--- src/rtl/burst_forward_arbiter.sv ---
// Burst-aware round-robin arbiter that forwards master FIFO heads into one slave's request FIFO.
// A multi-beat burst keeps the grant on its master until the last beat has been pushed.
module burst_forward_arbiter #(
   parameter  int MASTERS  = 4,
   parameter  int SLAVES   = 4,
   parameter  int SLAVE_ID = 0,
   parameter  int LEN_W    = 8,
   localparam int MW       = $clog2(MASTERS),
   localparam int SW       = $clog2(SLAVES)
) (
   input  logic                     ACLK,
   input  logic                     ARESET,
   input  logic [MASTERS-1:0]       master_fifo_empty,
   input  logic [MASTERS*SW-1:0]    master_slave_dest,
   input  logic [MASTERS*LEN_W-1:0] master_burst_len,
   input  logic                     slave_fifo_full,
   output logic                     push_to_fifo,
   output logic [MASTERS-1:0]       pop_master,
   output logic                     grant_valid,
   output logic [MW-1:0]            grant_master_number,
   output logic                     burst_active
);

   localparam logic [0:0]    ST_IDLE = 1'b0;
   localparam logic [0:0]    ST_LOCK = 1'b1;
   localparam logic [MW-1:0] LAST_M  = MW'(MASTERS - 1);
   localparam logic [SW-1:0] OWN_ID  = SW'(SLAVE_ID);

   logic [0:0]       state_q, state_d;
   logic [MW-1:0]    rr_ptr_q, rr_ptr_d;
   logic [MW-1:0]    lock_master_q, lock_master_d;
   logic [LEN_W-1:0] beat_cnt_q, beat_cnt_d;

   logic [MASTERS-1:0] req;
   logic [MW-1:0]      rr_grant;
   logic               rr_found;
   logic [MW-1:0]      grant;
   logic               grant_any;
   logic               transfer;
   logic [LEN_W-1:0]   grant_len;

   function automatic logic [MW-1:0] next_ptr(input logic [MW-1:0] m);
      return (m == LAST_M) ? '0 : m + MW'(1);
   endfunction

   // NOTE: every signal driven in an always_comb gets a default first, so no path leaves it unassigned and no latch is inferred.
   always_comb begin
      req = '0;
      for (int i = 0; i < MASTERS; i++) begin
         req[i] = ~master_fifo_empty[i] & (master_slave_dest[i*SW +: SW] == OWN_ID);
      end
   end

   always_comb begin
      int idx;
      rr_grant = '0;
      rr_found = 1'b0;
      idx      = 0;
      for (int k = 0; k < MASTERS; k++) begin
         idx = int'(rr_ptr_q) + k;
         if (idx >= MASTERS) idx = idx - MASTERS;
         if (!rr_found && req[idx]) begin
            rr_found = 1'b1;
            rr_grant = MW'(idx);
         end
      end
   end

   // A locked burst follows its master only; its destination and other requests are ignored.
   always_comb begin
      grant     = '0;
      grant_any = 1'b0;
      if (!ARESET) begin
         if (state_q == ST_LOCK) begin
            grant     = lock_master_q;
            grant_any = ~master_fifo_empty[lock_master_q];
         end else begin
            grant     = rr_grant;
            grant_any = rr_found;
         end
      end
   end

   assign transfer            = grant_any & ~slave_fifo_full;
   assign grant_len           = master_burst_len[grant*LEN_W +: LEN_W];
   assign push_to_fifo        = transfer;
   assign grant_valid         = grant_any;
   assign grant_master_number = grant_any ? grant : '0;
   assign burst_active        = ~ARESET & (state_q == ST_LOCK);

   always_comb begin
      pop_master = '0;
      if (transfer) pop_master[grant] = 1'b1;
   end

   always_comb begin
      state_d       = state_q;
      rr_ptr_d      = rr_ptr_q;
      lock_master_d = lock_master_q;
      beat_cnt_d    = beat_cnt_q;
      if (transfer) begin
         if (state_q == ST_IDLE) begin
            if (grant_len == '0) begin
               rr_ptr_d = next_ptr(grant);
            end else begin
               state_d       = ST_LOCK;
               lock_master_d = grant;
               beat_cnt_d    = grant_len;
            end
         end else begin
            beat_cnt_d = beat_cnt_q - LEN_W'(1);
            if (beat_cnt_q == LEN_W'(1)) begin
               state_d  = ST_IDLE;
               rr_ptr_d = next_ptr(lock_master_q);
            end
         end
      end
   end

   // NOTE: state registers use non-blocking assignments so all of them update together from pre-edge values.
   always_ff @(posedge ACLK or posedge ARESET) begin
      if (ARESET) begin
         state_q       <= ST_IDLE;
         rr_ptr_q      <= '0;
         lock_master_q <= '0;
         beat_cnt_q    <= '0;
      end else begin
         state_q       <= state_d;
         rr_ptr_q      <= rr_ptr_d;
         lock_master_q <= lock_master_d;
         beat_cnt_q    <= beat_cnt_d;
      end
   end

endmodule

--- config.mk ---
export PLATFORM = sky130hd
export DESIGN_NAME = burst_forward_arbiter
export DESIGN_NICKNAME = d
export VERILOG_FILES = /design/src/rtl/burst_forward_arbiter.sv
export SDC_FILE = /design/constraint.sdc
export NUM_CORES = 1
export LEC_CHECK = 0
export ABC_AREA = 1
export ABC_CLOCK_PERIOD_IN_PS = 4500
export CAP_MARGIN = 40
export CORE_AREA = 8 8 76 78
export DETAILED_ROUTE_END_ITERATION = 12
export DIE_AREA = 0 0 84 86
export PLACE_DENSITY = 0.64
export RECOVER_POWER = 50
export SYNTH_ARGS = -nofsm -noshare
export SYNTH_HDL_FRONTEND = slang
export SYNTH_SLANG_ARGS = --single-unit
--- constraint.sdc ---
create_clock -name ACLK -period 4.5 [get_ports ACLK]
set_input_delay 1.125 -clock ACLK [delete_from_list [all_inputs] [get_ports ACLK]]
set_output_delay 1.125 -clock ACLK [all_outputs]
set_load 0.1 [all_outputs]
==> run summary <==
The overall power after layout is 1.198 mW, and the minimum period implied by the final worst setup slack is 4.297 ns. The routed layout has 1,886 vias. The number of diodes came out at 0. The die covers 7224 um^2. The global-route wire length before repair was 8590 um. Synthesis inferred 13 register bits. The synthesized netlist devotes 7.158% of its cell area to compound gates.

The tools report the max-slew violation total from the final report as 0. The library cell used most frequently in the layout, excluding fill and tap cells, is sky130_fd_sc_hd__nand2_1. At the placement stage, the worst setup path has a slack of 0.2047 ns. The run gives 4598 um^2 as the total core area.

The sequential-to-total area share from yosys stat is 18.61%. In this run, placement finished with an instance count of 383. The run gives 0 as the hold-fix buffer count after cts. By area, the combinational part of the netlist is dominated by simple AND/OR/NAND/NOR gates. Summing all multi-input logic gate instances after layout gives 1280 um^2.

The type of destination of the critical path was an output pin. The share of cell area taken by muxes after synthesis is 0%, and the worst hold slack after final layout is 0.5298 ns. Counting cells, the worst reg-to-reg path comes to 19. Of the available clock period, the critical path in the final layout requires 95.50%.

Summed over all cells, the static leakage comes to 1.147 nW. For met2 alone, demand over resource in global routing was 21.05%. For the count of endpoints failing setup in the final report, the log shows 0. Counting buffers and inverters, the worst setup path is 16 cells deep. The logs give 2 for the number of buffers between clock root and the deepest sink and 330 for the synthesized netlist net count. Dividing total power by cell area gives a power density of 484.2 nW/um^2. Largest stage delay on the critical path: 0.44 ns. The count of cells in the finished layout, fillers not included, comes to 387.

Dividing the detail-routed wire length by the instance count gives 12.91 um. TritonCTS built the clock tree. The post-synthesis share of cell area spent on and, or, nand and nor gates was 60.06%; the maximum number of pins on one net before global-route repair was 18. The most critical setup path has its startpoint at master_fifo_empty[1].

The total overflow left after global routing is 0. The slowest stage of the critical path belongs to the cell sky130_fd_sc_hd__clkdlybuf4s50_1. The chip width is 84 um.

The clock reaches the later pin of the worst-skew pair after 0.25 ns. The number of setup buffers added after CTS is 0. Busiest layer in global routing: met2. Clock-pin slew was measured on the worst setup and hold paths at 0.06 ns.

The number of rows in the core area was 25; the number of remaining DRC errors was 0. For the worst setup path, the data required time is 3.38 ns. The run gives 3 as the number of clock buffers inserted by TritonCTS. In the final design database the tool counted 387 nets. For the final routed database, the setup TNS stands at 0 ns. Setup repair after global routing left no endpoint under its margin. The worst register-to-register path ends at beat_cnt_q[5]. Port buffering added 55 buffers. The first detailed-routing pass took 4 iterations. The Yosys warning count was 0; the largest voltage drop on the vdd net was 325.6 uV. The logs give 0.2025 ns for the setup slack of the critical path after layout and 0.8468 for the weighted congestion reported at the end of routability-driven placement. After the first detailed-routing iteration, the DRC count stood at 104. The library cells used most frequently in the layout, excluding fill and tap cells, are sky130_fd_sc_hd__nand2_1 (75), sky130_fd_sc_hd__nand3_1 (56), sky130_fd_sc_hd__clkdlybuf4s50_1 (45). The count of nets left with antenna violations once routing finished came out at 0.

The global-route met1 utilization came out at 19.07%. Once the clock tree was built, the resizer swapped 0 gates to a different size. For the total global-route track usage, the log shows 13.82%. The met3 capacity usage during global routing is 3.128%, and the fraction of final layout cells sized beyond drive strength 1 is 20.12%. The run gives 0 as the total of max-cap violations. The number of global-route vias before repair came out at 1,795. Synthesis produced 277 cells. The run finished with clean final reports. From synthesis to final layout, the design area changed by 41.59%. The tools report the category of the worst setup path launch point as a primary input. The synthesized area per cell was 6.310 um^2.

After legalization and detailed placement, the total HPWL measured 4125 um. The per-cell via count in the routed design came out at 4.873. The total routed wirelength is 4996 um. After filler insertion, the fill cell instance count of the layout stands at 455. The tree is rooted in a sky130_fd_sc_hd__clkbuf_8. The TritonCTS sink count came out at 13. The flip-flop and latch area came out at 325.3 um^2.

The startpoint of the most critical register-to-register path is rr_ptr_q[0]. For the final database, setup skew stands at 0.001302 ns. The worst setup path is of the primary input to output pin kind. Total number of H-tree levels: 1. The synthesized netlist devotes 4.295% of its cell area to adder and majority cells. The run gives 56 as the number of top-level design ports. The category of cells accounting for the largest share of critical-path delay is simple AND/OR/NAND/NOR gates. Setup slack on the worst reg-to-reg path comes out at 1.70 ns.

The critical path ends at pop_master[2]. The run gives 3.17 ns as the data arrival time of the worst path. The number of endpoints with negative hold slack in the final report came out at 0. Worst hold path class: register to register. The initial antenna violation count is 0. The cell seen most often among critical-path stages is sky130_fd_sc_hd__nand2_1. The tools report the starting utilization of the core area as 38.01%. Walking the worst path, the cells encountered are clkdlybuf4s50_1, nor2_1, nand3_1, nand2_1, nand2_1, nand2_1, nand2_2, nand3_1, nand2_2, nand2_8, nand2_4, inv_1, ha_1, inv_1, nor2_2, buf_12. For this run, the top clock speed supported by timing is 0.2327 GHz. Worst slew margin relative to its limit: 21.90%.

The run gives 1748 um^2 as the post-synthesis instance area. After Yosys synthesis, XOR and XNOR cells account for 1.002% of the synthesized area. The largest driver fanout on the critical path works out to 4. The pin slew with the least headroom to its limit is 1.177 ns. The number of different library cells used by synthesis comes to 29.

The die is 86 um tall. The critical path contains buffers and inverters numbering 4 combined.
-- final cells by class --
| class | instances | share of cell area (%) |
|---|---|---|
| Multi-Input combinational cell | 233 | 51.72 |
| Timing Repair Buffer | 61 | 26.90 |
| Sequential cell | 13 | 13.14 |
| Inverter | 22 | 3.640 |
| Tap cell | 54 | 2.730 |
| Clock buffer | 3 | 1.668 |
| Clock inverter | 1 | 0.2022 |
-- Yosys cell counts --
master / count / area share [%]
sky130_fd_sc_hd__a22oi_1: 2 / 0.86
sky130_fd_sc_hd__buf_2: 1 / 0.29
sky130_fd_sc_hd__a21oi_1: 5 / 1.4
sky130_fd_sc_hd__o21ai_0: 12 / 3.4
sky130_fd_sc_hd__nand2_8: 1 / 1.1
sky130_fd_sc_hd__nand4_1: 4 / 1.4
sky130_fd_sc_hd__nand2_1: 74 / 16
sky130_fd_sc_hd__dfrtp_1: 13 / 19
sky130_fd_sc_hd__nor4_1: 1 / 0.36
sky130_fd_sc_hd__xor2_1: 2 / 1.0
sky130_fd_sc_hd__buf_6: 4 / 2.6
sky130_fd_sc_hd__nor2_1: 25 / 5.4
sky130_fd_sc_hd__clkbuf_1: 4 / 0.86
sky130_fd_sc_hd__nand3_4: 2 / 2.0
sky130_fd_sc_hd__inv_6: 1 / 0.50
sky130_fd_sc_hd__o32ai_1: 1 / 0.50
sky130_fd_sc_hd__nor2_2: 3 / 1.1
sky130_fd_sc_hd__inv_2: 1 / 0.21
sky130_fd_sc_hd__nand2_2: 22 / 7.9
sky130_fd_sc_hd__nand2_4: 3 / 1.9
sky130_fd_sc_hd__nand3_2: 6 / 3.4
sky130_fd_sc_hd__nor3_1: 2 / 0.57
sky130_fd_sc_hd__inv_1: 19 / 4.1
sky130_fd_sc_hd__nand3_1: 56 / 16
sky130_fd_sc_hd__inv_4: 1 / 0.36
sky130_fd_sc_hd__ha_1: 6 / 4.3
sky130_fd_sc_hd__a21oi_4: 1 / 0.93
sky130_fd_sc_hd__and2_1: 1 / 0.36
sky130_fd_sc_hd__nor2_4: 4 / 2.6
-- stage by stage --
step                      utilization [%]  cell area [um^2]
after floorplan                         -              1769
after global placement              53.14              2444
after detailed placement            53.14              2444
after CTS                           54.15              2490
after global routing                53.82              2475
final                               53.82              2475
-- power by group --
group | switching [mW] | internal (mW)
registers | 0.0873 | 0.164
logic | 0.532 | 0.309
clock network | 0.0443 | 0.0612
total | 0.664 | 0.534
-- per-layer routing --
metal	routed length (um)	vias up	part of all wire, %
li1	-	1024	-
met1	2482	813	50
met2	2187	44	44
met3	272	5	5.4
met4	53	0	1.1
met5	0	-	0
-- logic make-up after synthesis --
logic type      count (synthesis)
fa+ha+maj                       6
flops                          13
xor+xnor                        2
simple gates                  204
compound gates                 21
buf+inv                        31
-- worst register-to-register path, delay by kind of cell (launching register included) --
kind	cells	cell delay, ns
DFF	1	0.59
and+or+nand+nor	18	1.91
buffers and inverters	1	0.22
-- sequential cells by signal, summed over array words and instances, names as in the netlist --
register,cells
lock_master_q,2
beat_cnt_q,8
state_q,1
rr_ptr_q,2
-- how the worst min path moves through the flow --
| stage | start | endpoint | slack (ns) | cells after the start |
|---|---|---|---|---|
| 6_report | beat_cnt_q[7] | beat_cnt_q[7] | 0.53 | 2 |
| 5_1_grt | beat_cnt_q[7] | beat_cnt_q[7] | 0.56 | 2 |
| 4_1_cts | beat_cnt_q[7] | beat_cnt_q[7] | 0.53 | 2 |
| 3_5_place_dp | beat_cnt_q[7] | beat_cnt_q[7] | 0.51 | 2 |
| 3_3_place_gp | beat_cnt_q[7] | beat_cnt_q[7] | 0.50 | 2 |
| 2_1_floorplan | beat_cnt_q[7] | beat_cnt_q[7] | 0.48 | 2 |
Note: power is estimated with default switching activity, not from simulation.
